--- src/rtl/vm2002_common_pkg.sv ---
// vm2002_common_pkg
// Shared types for the vm2002 coin acceptor: coin denominations, their
// values in cents, and the acceptor state encoding.
package vm2002_common_pkg;

    typedef enum logic [1:0] {
        COIN_NICKEL  = 2'b00,
        COIN_DIME    = 2'b01,
        COIN_QUARTER = 2'b10,
        COIN_DOLLAR  = 2'b11
    } coin_t;

    localparam logic [7:0] COIN_VAL_NICKEL  = 8'd5;
    localparam logic [7:0] COIN_VAL_DIME    = 8'd10;
    localparam logic [7:0] COIN_VAL_QUARTER = 8'd25;
    localparam logic [7:0] COIN_VAL_DOLLAR  = 8'd100;

    typedef enum logic [2:0] {
        ST_IDLE    = 3'd0,
        ST_COLLECT = 3'd1,
        ST_CHECK   = 3'd2,
        ST_DONE    = 3'd3,
        ST_EXPIRED = 3'd4
    } acceptor_state_t;

    // Value in cents of a coin denomination.
    function automatic logic [7:0] coin_value(input coin_t c);
        logic [7:0] v;
        v = COIN_VAL_NICKEL;
        case (c)
            COIN_NICKEL:  v = COIN_VAL_NICKEL;
            COIN_DIME:    v = COIN_VAL_DIME;
            COIN_QUARTER: v = COIN_VAL_QUARTER;
            COIN_DOLLAR:  v = COIN_VAL_DOLLAR;
            default:      v = COIN_VAL_NICKEL;
        endcase
        return v;
    endfunction

endpackage

--- src/rtl/vm2002_timeout_timer.sv ---
// vm2002_timeout_timer
// Inactivity down-counter for the coin acceptor selection window.
// Ports:
//   clk      clock
//   hrst_n   asynchronous active-low reset (count -> 0)
//   clr      synchronous clear (count -> 0), highest priority
//   load     reload count with TIMEOUT_CYCLES
//   dec      one idle cycle elapsed
//   expired  asserted in the idle cycle whose decrement brings the count to 0
module vm2002_timeout_timer #(
    parameter int TIMEOUT_CYCLES = 64
) (
    input  logic clk,
    input  logic hrst_n,
    input  logic clr,
    input  logic load,
    input  logic dec,
    output logic expired
);

    localparam int CW = $clog2(TIMEOUT_CYCLES + 1);

    logic [CW-1:0] count_reg;

    always_ff @(posedge clk or negedge hrst_n) begin
        if (!hrst_n) begin
            count_reg <= '0;
        end else if (clr) begin
            count_reg <= '0;
        end else if (load) begin
            count_reg <= CW'(TIMEOUT_CYCLES);
        end else if (dec && (count_reg != '0)) begin
            count_reg <= count_reg - CW'(1);
        end
    end

    // Flagged combinationally so the FSM leaves COLLECT on the same edge the
    // count hits zero: exactly TIMEOUT_CYCLES idle cycles after a (re)load.
    assign expired = dec && (count_reg <= CW'(1));

endmodule

--- src/rtl/vm2002_coin_acceptor.sv ---
// vm2002_coin_acceptor
// Coin acceptor FSM for the vm2002 vending machine: collects coins up to a
// credit ceiling, checks credit against the selected price, and returns
// change on purchase or a refund when the selection window times out.
// Ports:
//   clk, hrst_n (async active-low), srst (sync active-high)
//   insert_coins, start_timer         machine control levels
//   coin_valid, coin_type[1:0]        coin strobe and denomination
//   select, price[7:0]                purchase request and item price
//   credit[7:0]                       accumulated credit (cents)
//   coin_reject                       1-cycle pulse, coin refused
//   insufficient_amount               level, last check was short
//   paid                              1-cycle pulse, purchase completed
//   change[7:0]                       change/refund, valid with paid/timeout
//   timeout                           level, selection window expired
module vm2002_coin_acceptor
    import vm2002_common_pkg::*;
#(
    parameter int TIMEOUT_CYCLES = 64,
    parameter int MAX_CREDIT     = 200
) (
    input  logic       clk,
    input  logic       hrst_n,
    input  logic       srst,
    input  logic       insert_coins,
    input  logic       start_timer,
    input  logic       coin_valid,
    input  logic [1:0] coin_type,
    input  logic       select,
    input  logic [7:0] price,
    output logic [7:0] credit,
    output logic       coin_reject,
    output logic       insufficient_amount,
    output logic       paid,
    output logic [7:0] change,
    output logic       timeout
);

    acceptor_state_t state_reg;
    logic [7:0]      credit_reg;
    logic [7:0]      change_reg;
    logic            coin_reject_reg;
    logic            paid_reg;
    logic            insufficient_reg;
    logic            timeout_reg;

    logic [7:0] coin_val;
    logic [8:0] coin_sum;
    logic       coin_fits;
    logic       in_collect;
    logic       timer_load;
    logic       timer_dec;
    logic       timer_expired;

    // 9-bit sum so the ceiling comparison cannot wrap.
    assign coin_val  = coin_value(coin_t'(coin_type));
    assign coin_sum  = {1'b0, credit_reg} + {1'b0, coin_val};
    assign coin_fits = (coin_sum <= 9'(MAX_CREDIT));

    // COLLECT only counts as active while the machine keeps the window open.
    assign in_collect = (state_reg == ST_COLLECT) && start_timer;

    // Any coin (accepted or refused) counts as activity and restarts the window.
    assign timer_load = ((state_reg == ST_IDLE) && insert_coins && start_timer)
                     || (in_collect && coin_valid)
                     || ((state_reg == ST_CHECK) && (credit_reg < price));
    assign timer_dec  = in_collect && !coin_valid && !select;

    vm2002_timeout_timer #(
        .TIMEOUT_CYCLES(TIMEOUT_CYCLES)
    ) u_timer (
        .clk     (clk),
        .hrst_n  (hrst_n),
        .clr     (srst),
        .load    (timer_load),
        .dec     (timer_dec),
        .expired (timer_expired)
    );

    always_ff @(posedge clk or negedge hrst_n) begin
        if (!hrst_n) begin
            state_reg        <= ST_IDLE;
            credit_reg       <= '0;
            change_reg       <= '0;
            coin_reject_reg  <= 1'b0;
            paid_reg         <= 1'b0;
            insufficient_reg <= 1'b0;
            timeout_reg      <= 1'b0;
        end else if (srst) begin
            state_reg        <= ST_IDLE;
            credit_reg       <= '0;
            change_reg       <= '0;
            coin_reject_reg  <= 1'b0;
            paid_reg         <= 1'b0;
            insufficient_reg <= 1'b0;
            timeout_reg      <= 1'b0;
        end else begin
            coin_reject_reg <= 1'b0;
            paid_reg        <= 1'b0;
            case (state_reg)
                ST_IDLE: begin
                    if (insert_coins && start_timer) begin
                        state_reg  <= ST_COLLECT;
                        credit_reg <= '0;
                    end
                end
                ST_COLLECT: begin
                    if (!start_timer) begin
                        // Abort: credit is dropped without a refund.
                        state_reg        <= ST_IDLE;
                        credit_reg       <= '0;
                        change_reg       <= '0;
                        insufficient_reg <= 1'b0;
                    end else begin
                        if (coin_valid) begin
                            if (coin_fits) begin
                                credit_reg <= coin_sum[7:0];
                            end else begin
                                coin_reject_reg <= 1'b1;
                            end
                        end
                        // Expiry only fires on idle cycles, so select always wins.
                        if (select) begin
                            state_reg <= ST_CHECK;
                        end else if (timer_expired) begin
                            state_reg   <= ST_EXPIRED;
                            timeout_reg <= 1'b1;
                            change_reg  <= credit_reg;
                            credit_reg  <= '0;
                        end
                    end
                end
                ST_CHECK: begin
                    if (credit_reg >= price) begin
                        state_reg        <= ST_DONE;
                        paid_reg         <= 1'b1;
                        change_reg       <= credit_reg - price;
                        credit_reg       <= '0;
                        insufficient_reg <= 1'b0;
                    end else begin
                        state_reg        <= ST_COLLECT;
                        insufficient_reg <= 1'b1;
                    end
                end
                ST_DONE, ST_EXPIRED: begin
                    if (!start_timer) begin
                        state_reg        <= ST_IDLE;
                        timeout_reg      <= 1'b0;
                        change_reg       <= '0;
                        insufficient_reg <= 1'b0;
                    end
                end
                default: state_reg <= ST_IDLE;
            endcase
        end
    end

    assign credit              = credit_reg;
    assign change              = change_reg;
    assign coin_reject         = coin_reject_reg;
    assign paid                = paid_reg;
    assign insufficient_amount = insufficient_reg;
    assign timeout             = timeout_reg;

endmodule

--- config.mk ---
export PLATFORM = sky130hd
export DESIGN_NAME = vm2002_coin_acceptor
export DESIGN_NICKNAME = d
export VERILOG_FILES = /design/src/rtl/vm2002_common_pkg.sv /design/src/rtl/vm2002_timeout_timer.sv /design/src/rtl/vm2002_coin_acceptor.sv
export SDC_FILE = /design/constraint.sdc
export NUM_CORES = 1
export LEC_CHECK = 0
export BUFFER_PORTS_ARGS = -buffer_cell sky130_fd_sc_hd__buf_2
export CAP_MARGIN = 20
export CORE_MARGIN = 2
export CORE_UTILIZATION = 40
export DETAILED_ROUTE_END_ITERATION = 8
export MAX_ROUTING_LAYER = met4
export PLACE_DENSITY_LB_ADDON = 0.1
export SLEW_MARGIN = 30
export SYNTH_ARGS = -nofsm -noshare
export SYNTH_HDL_FRONTEND = slang
export SYNTH_HIERARCHICAL = 1
export SYNTH_SLANG_ARGS = --single-unit
--- constraint.sdc ---
create_clock -name clk -period 3.75 [get_ports clk]
set_input_delay 0.5625 -clock clk [delete_from_list [all_inputs] [get_ports clk]]
set_output_delay 0.5625 -clock clk [all_outputs]
set_load 0.05 [all_outputs]
== Word level (Yosys, flattened, before mapping) ==
Cells that the tools add are included.
Operators by class
  equality and inequality tests: 17
  order comparisons: 4
  reductions and logical operators: 29
  multiplexer cells: 45
  add/subtract/negate cells: 3
Operators by type and width (number)
  $mux 8: 14
  $pmux 8 s3: 2
  $pmux 8 s4: 1
  $mux 7: 3
  $mux 3: 6
  $mux 1: 15
  $ne 3x3->1 const B: 5
  $pmux 3 s4: 1
  $logic_and 1x1->1: 10
  $reduce_and 5->1: 2
  $add 8x8->9: 1
  $le 9x8->1 const B: 1
  $reduce_bool 3->1: 3
  $ge 8x8->1: 1
  $lt 8x8->1: 1
  $ne 4x4->1 const B: 2
  $reduce_bool 4->1: 2
  $sub 8x8->8: 1
  $le 7x1->1 const B: 1
  $reduce_bool 7->1: 1
  $sub 7x1->7 const B: 1
  $eq 3x2->1 const B: 2
  $ne 3x2->1 const B: 2
  $reduce_and 3->1: 2
  other kinds (14): 18
Storage, ports and cells
  output and inout bits: 20
  word-level logic and storage cells: 106
  input port bits: 17
  bits in registers: 30

== Longest topological paths before layout ==
  depth in word-level cells: 11
  mapped depth: 13
  mapped depth without buffers: 11

== By module ==
The synthesis kept the hierarchy.
By module, submodules not included
  vm2002_coin_acceptor: instances 1, area an instance 2384.8 um^2, cells an instance 281, seq. area each 575.6 um^2
  vm2002_timeout_timer: instances 1, area an instance 478.0 um^2, cells an instance 51, seq. area each 175.2 um^2

== Worst setup path after synthesis ==
No wires, ideal clock.
  kind: reg-to-reg
  from: register credit_reg[0] (netlist: credit[0])
  to: register credit_reg[6] (netlist: credit[6])
  arrival: 3.047 ns
  library setup time: 0.125 ns
  required time: 3.625 ns
  slack: 0.578 ns
  path buffers: 0
  period minus slack after synthesis: 3.172 ns
  stages on the path, launching flop included: 11
  cells stage by stage: dfrtp_1 > ha_1 > inv_1 > fa_1 > nand2b_2 > a21oi_1 > nor3_1 > o32a_4 > o311a_2 > o21ai_2 > mux2_4
On the way
  longest elaborated chain between the ends: 9
  elaborated cells on any way between the ends: 12
  those cells by class: add/sub (1); order compare (2); eq/ne (1); mux (7); reduce/logical (1)
Ends and longest elaborated chain
  start, declared: line vm2002_coin_acceptor.sv:40  | logic [7:0] credit_reg;
  start signal, assigned: line vm2002_coin_acceptor.sv:117  | credit_reg <= coin_sum[7:0];
  $add 8x8->9: line vm2002_coin_acceptor.sv:57  | assign coin_sum = {1'b0, credit_reg} + {1'b0, coin_val};
  $le 9x8->1: line vm2002_coin_acceptor.sv:58  | assign coin_fits = (coin_sum <= 9'(MAX_CREDIT));
  $mux 8: line vm2002_coin_acceptor.sv:116  | if (coin_fits) begin
  $mux 8: line vm2002_coin_acceptor.sv:115  | if (coin_valid) begin
  $mux 8: line vm2002_coin_acceptor.sv:125  | end else if (timer_expired) begin
  $mux 8: line vm2002_coin_acceptor.sv:123  | if (select) begin
  $mux 8: line vm2002_coin_acceptor.sv:108  | if (!start_timer) begin
  $pmux 8 s3: line vm2002_coin_acceptor.sv:100  | case (state_reg)
  $mux 8: line vm2002_coin_acceptor.sv:89  | end else if (srst) begin
Parallel ways exist; a longest one is shown, timed or not.
A chain may end at the register's enable or synchronous reset.

== Worst setup path in the final report ==
  from: register credit_reg[1] (netlist: credit[1])
  to: register credit_reg[5] (netlist: credit[5])
The elaborated chain is that of the path after synthesis.

==> metrics.yaml <==
status: "complete, no violations"
ys_seq_elements: 30
grt_overflow: 0
drt_iter0_drc: 137
post_cts_buffers: 0
synth-warning-count: 6
postLayoutCoreUtil_pct: 46.6
via_count: 2536
drc_errors: 0
r2r_start: "credit[1]$_DFFE_PN0P_"
yosys.area.top_type: "dfrtp_1"
ant_nets: 0
crit_start: "credit[1]$_DFFE_PN0P_"
worstSetupPathType: "flop to flop"
yosysSeqAreaShare_pct: 26.2
synth_fa_ha_area_share_pct: 10.1
synthesis.area_mm2: 0.00286
dpl.cell_count: 456
die_w_um: 88.6
slew_viol_final: 0
seq_area_um2: 751
multiInputGateArea_mm2: 0.00193
nNetsFinal: 406
max_slew_margin_pct: 54.8
pwr_density_cell_mw_per_mm2: 443
pre_cts_ws_ns: 0.372
yosys.area.top_type_share_pct: 26.2
htree_levels: 2
antenna_found_initial: 0
gp_congestion: 0.907
cts_root_buf: "clkbuf_8"
rsz0062_at_grt: "false"
period_share_pct: 83.5
start_kind: "flop"
vias_per_cell: 5.49
synth_simple_gate_area_share_pct: 20.1
dieHeight_um: 88.6
fillCellCount: 708
setup_violations: 0
cts_resized: 0
required_ns: 3.90
synth_edf_count: 0
drive_gt1_share_pct: 21.0
track_usage_pct: 19.9
numCtsBuffers: 5
timing.final.hold_violations: 0
grt_max_degree: 31
synthMuxAreaShare_pct: 3.06
cts.clk_slew.worst_paths_ns: 0.06
tightest_slew_ns: 0.678
fin_skew_ns: 0.00643
worstPathArrival_ns: 3.28
postSynthCellCount: 332
wirelength_mm: 7.03
yosys-top-cells-area: "dfrtp_1 26%, ha_1 8.7%, nor2_1 3.9%"
cts_tree: "yes"
clkSinkCount: 30
drv_cap: 0
cts_hold_buf: 0
critPathCaptureType: "flop"
start_util_pct: 41.7
rows: 30
synth_nets: 371
dp_hpwl_mm: 5.37
setup_tns_ns: 0
layout_min_cycle_time_ns: 3.13
drt_first_pass_iters: 5
port_buffers: 36
async_flop_share_pct: 100
grt_pass1_wl_mm: 11.8
syn_to_final_growth_pct: 11.8
cts_max_path_buffers: 2
synth.avg_cell_area_um2: 8.62
diodes: 0
synth_flop_cell: "dfrtp_1"
p_leak_nw: 1.48
ioPinCount: 37
dieArea_mm2: 0.00785
irDropWorstVdd_mv: 0.173
clock_latency_ns: 0.28
path_max_fanout: 7
synth_xor_area_share_pct: 2.40
grt_pass1_vias: 2369
instances_no_fill: 462
ys_types: 80
synth-compound-area-share_pct: 31.5
synth_common_cells: "30 x dfrtp_1, 30 x nor2_1, 28 x inv_1"
fmax_ghz: 0.319
wire_per_inst_um: 15.2
hold_path.class: "input port to asynchronous set/reset pin"
core_mm2: 0.00687
synth_top_family_by_area: "compound AO/OA/AOI/OAI gates"
fin_ws_ns: 0.620
## worst max-delay path, cell delays in order (launching register included)
cell and delay [ns]:
dfrtp_1 0.53, inv_1 0.17, fa_1 0.51, nand2b_2 0.22, a21oi_1 0.20, nor3_1 0.09
o32a_4 0.36, o311ai_4 0.44, a21boi_1 0.15, mux2_1 0.34
## through the flow
step                hold WS [ns]  area, um^2  power, mW
floorplan                  0.267        2860      0.999
global placement           0.457        3120       1.17
detailed placement         0.456        3120       1.17
CTS                        0.354        3200       1.43
global route               0.392        3200       1.53
finish                     0.319        3200       1.42
## path summary, 6_finish.rpt
kind	to	slack, ns	cells past startpoint
worst max-delay path	credit[5]$_DFFE_PN0P_	0.62	9
worst min-delay path	insufficient_amount$_DFFE_PN0P_	0.32	1
worst max register to register	credit[5]$_DFFE_PN0P_	0.62	9
worst min register to register	change[2]$_DFFE_PN0P_	0.47	2
max in group asynchronous	credit[3]$_DFFE_PN0P_	2.98	1
min in group clk	change[2]$_DFFE_PN0P_	0.47	2
## metal layers
metal	share of wire [%]	vias up	wire length, um	GRT usage, %
li1	-	1296	-	-
met1	50	1177	3490	27.7
met2	45	57	3200	30.9
met3	3.9	6	273	2.52
met4	1.1	0	76	4.96
met5	0	-	0	-
## layout make-up
| cell class | instances | share of cell area, % |
|---|---|---|
| Inverter | 28 | 3.28 |
| Sequential cell | 30 | 23.4 |
| Multi-Input combinational cell | 261 | 60.1 |
| Tap cell | 96 | 3.75 |
| Timing Repair Buffer | 41 | 6.80 |
| Clock buffer | 6 | 2.58 |
## cells by family after synthesis
kind of cell / count (synthesis)
muxes: 8
buffers and inverters: 41
and+or+nand+nor: 110
adders and majority gates: 22
DFF: 30
xor gates and xnor gates: 7
AOI/OAI and AO/OA: 114
## cells in the final DEF (no fill, tap or decap), drive strengths merged, types with 6 or more instances in the layout
master / instances
buf: 41
nor2: 31
dfrtp: 30
inv: 28
nand2: 27
a21oi: 22
o21ai: 21
ha: 20
nor3: 11
o31ai: 8
a211oi: 8
nand2b: 7
clkbuf: 6
## report_power, final
| part | internal (mW) | leakage, nW | switching, mW |
|---|---|---|---|
| logic | 0.281 | 1.03 | 0.473 |
| registers | 0.359 | 0.413 | 0.0505 |
| clock network | 0.141 | 0.0431 | 0.113 |
| total | 0.781 | 1.48 | 0.636 |
No activity file was read; power rests on OpenSTA's default activity.
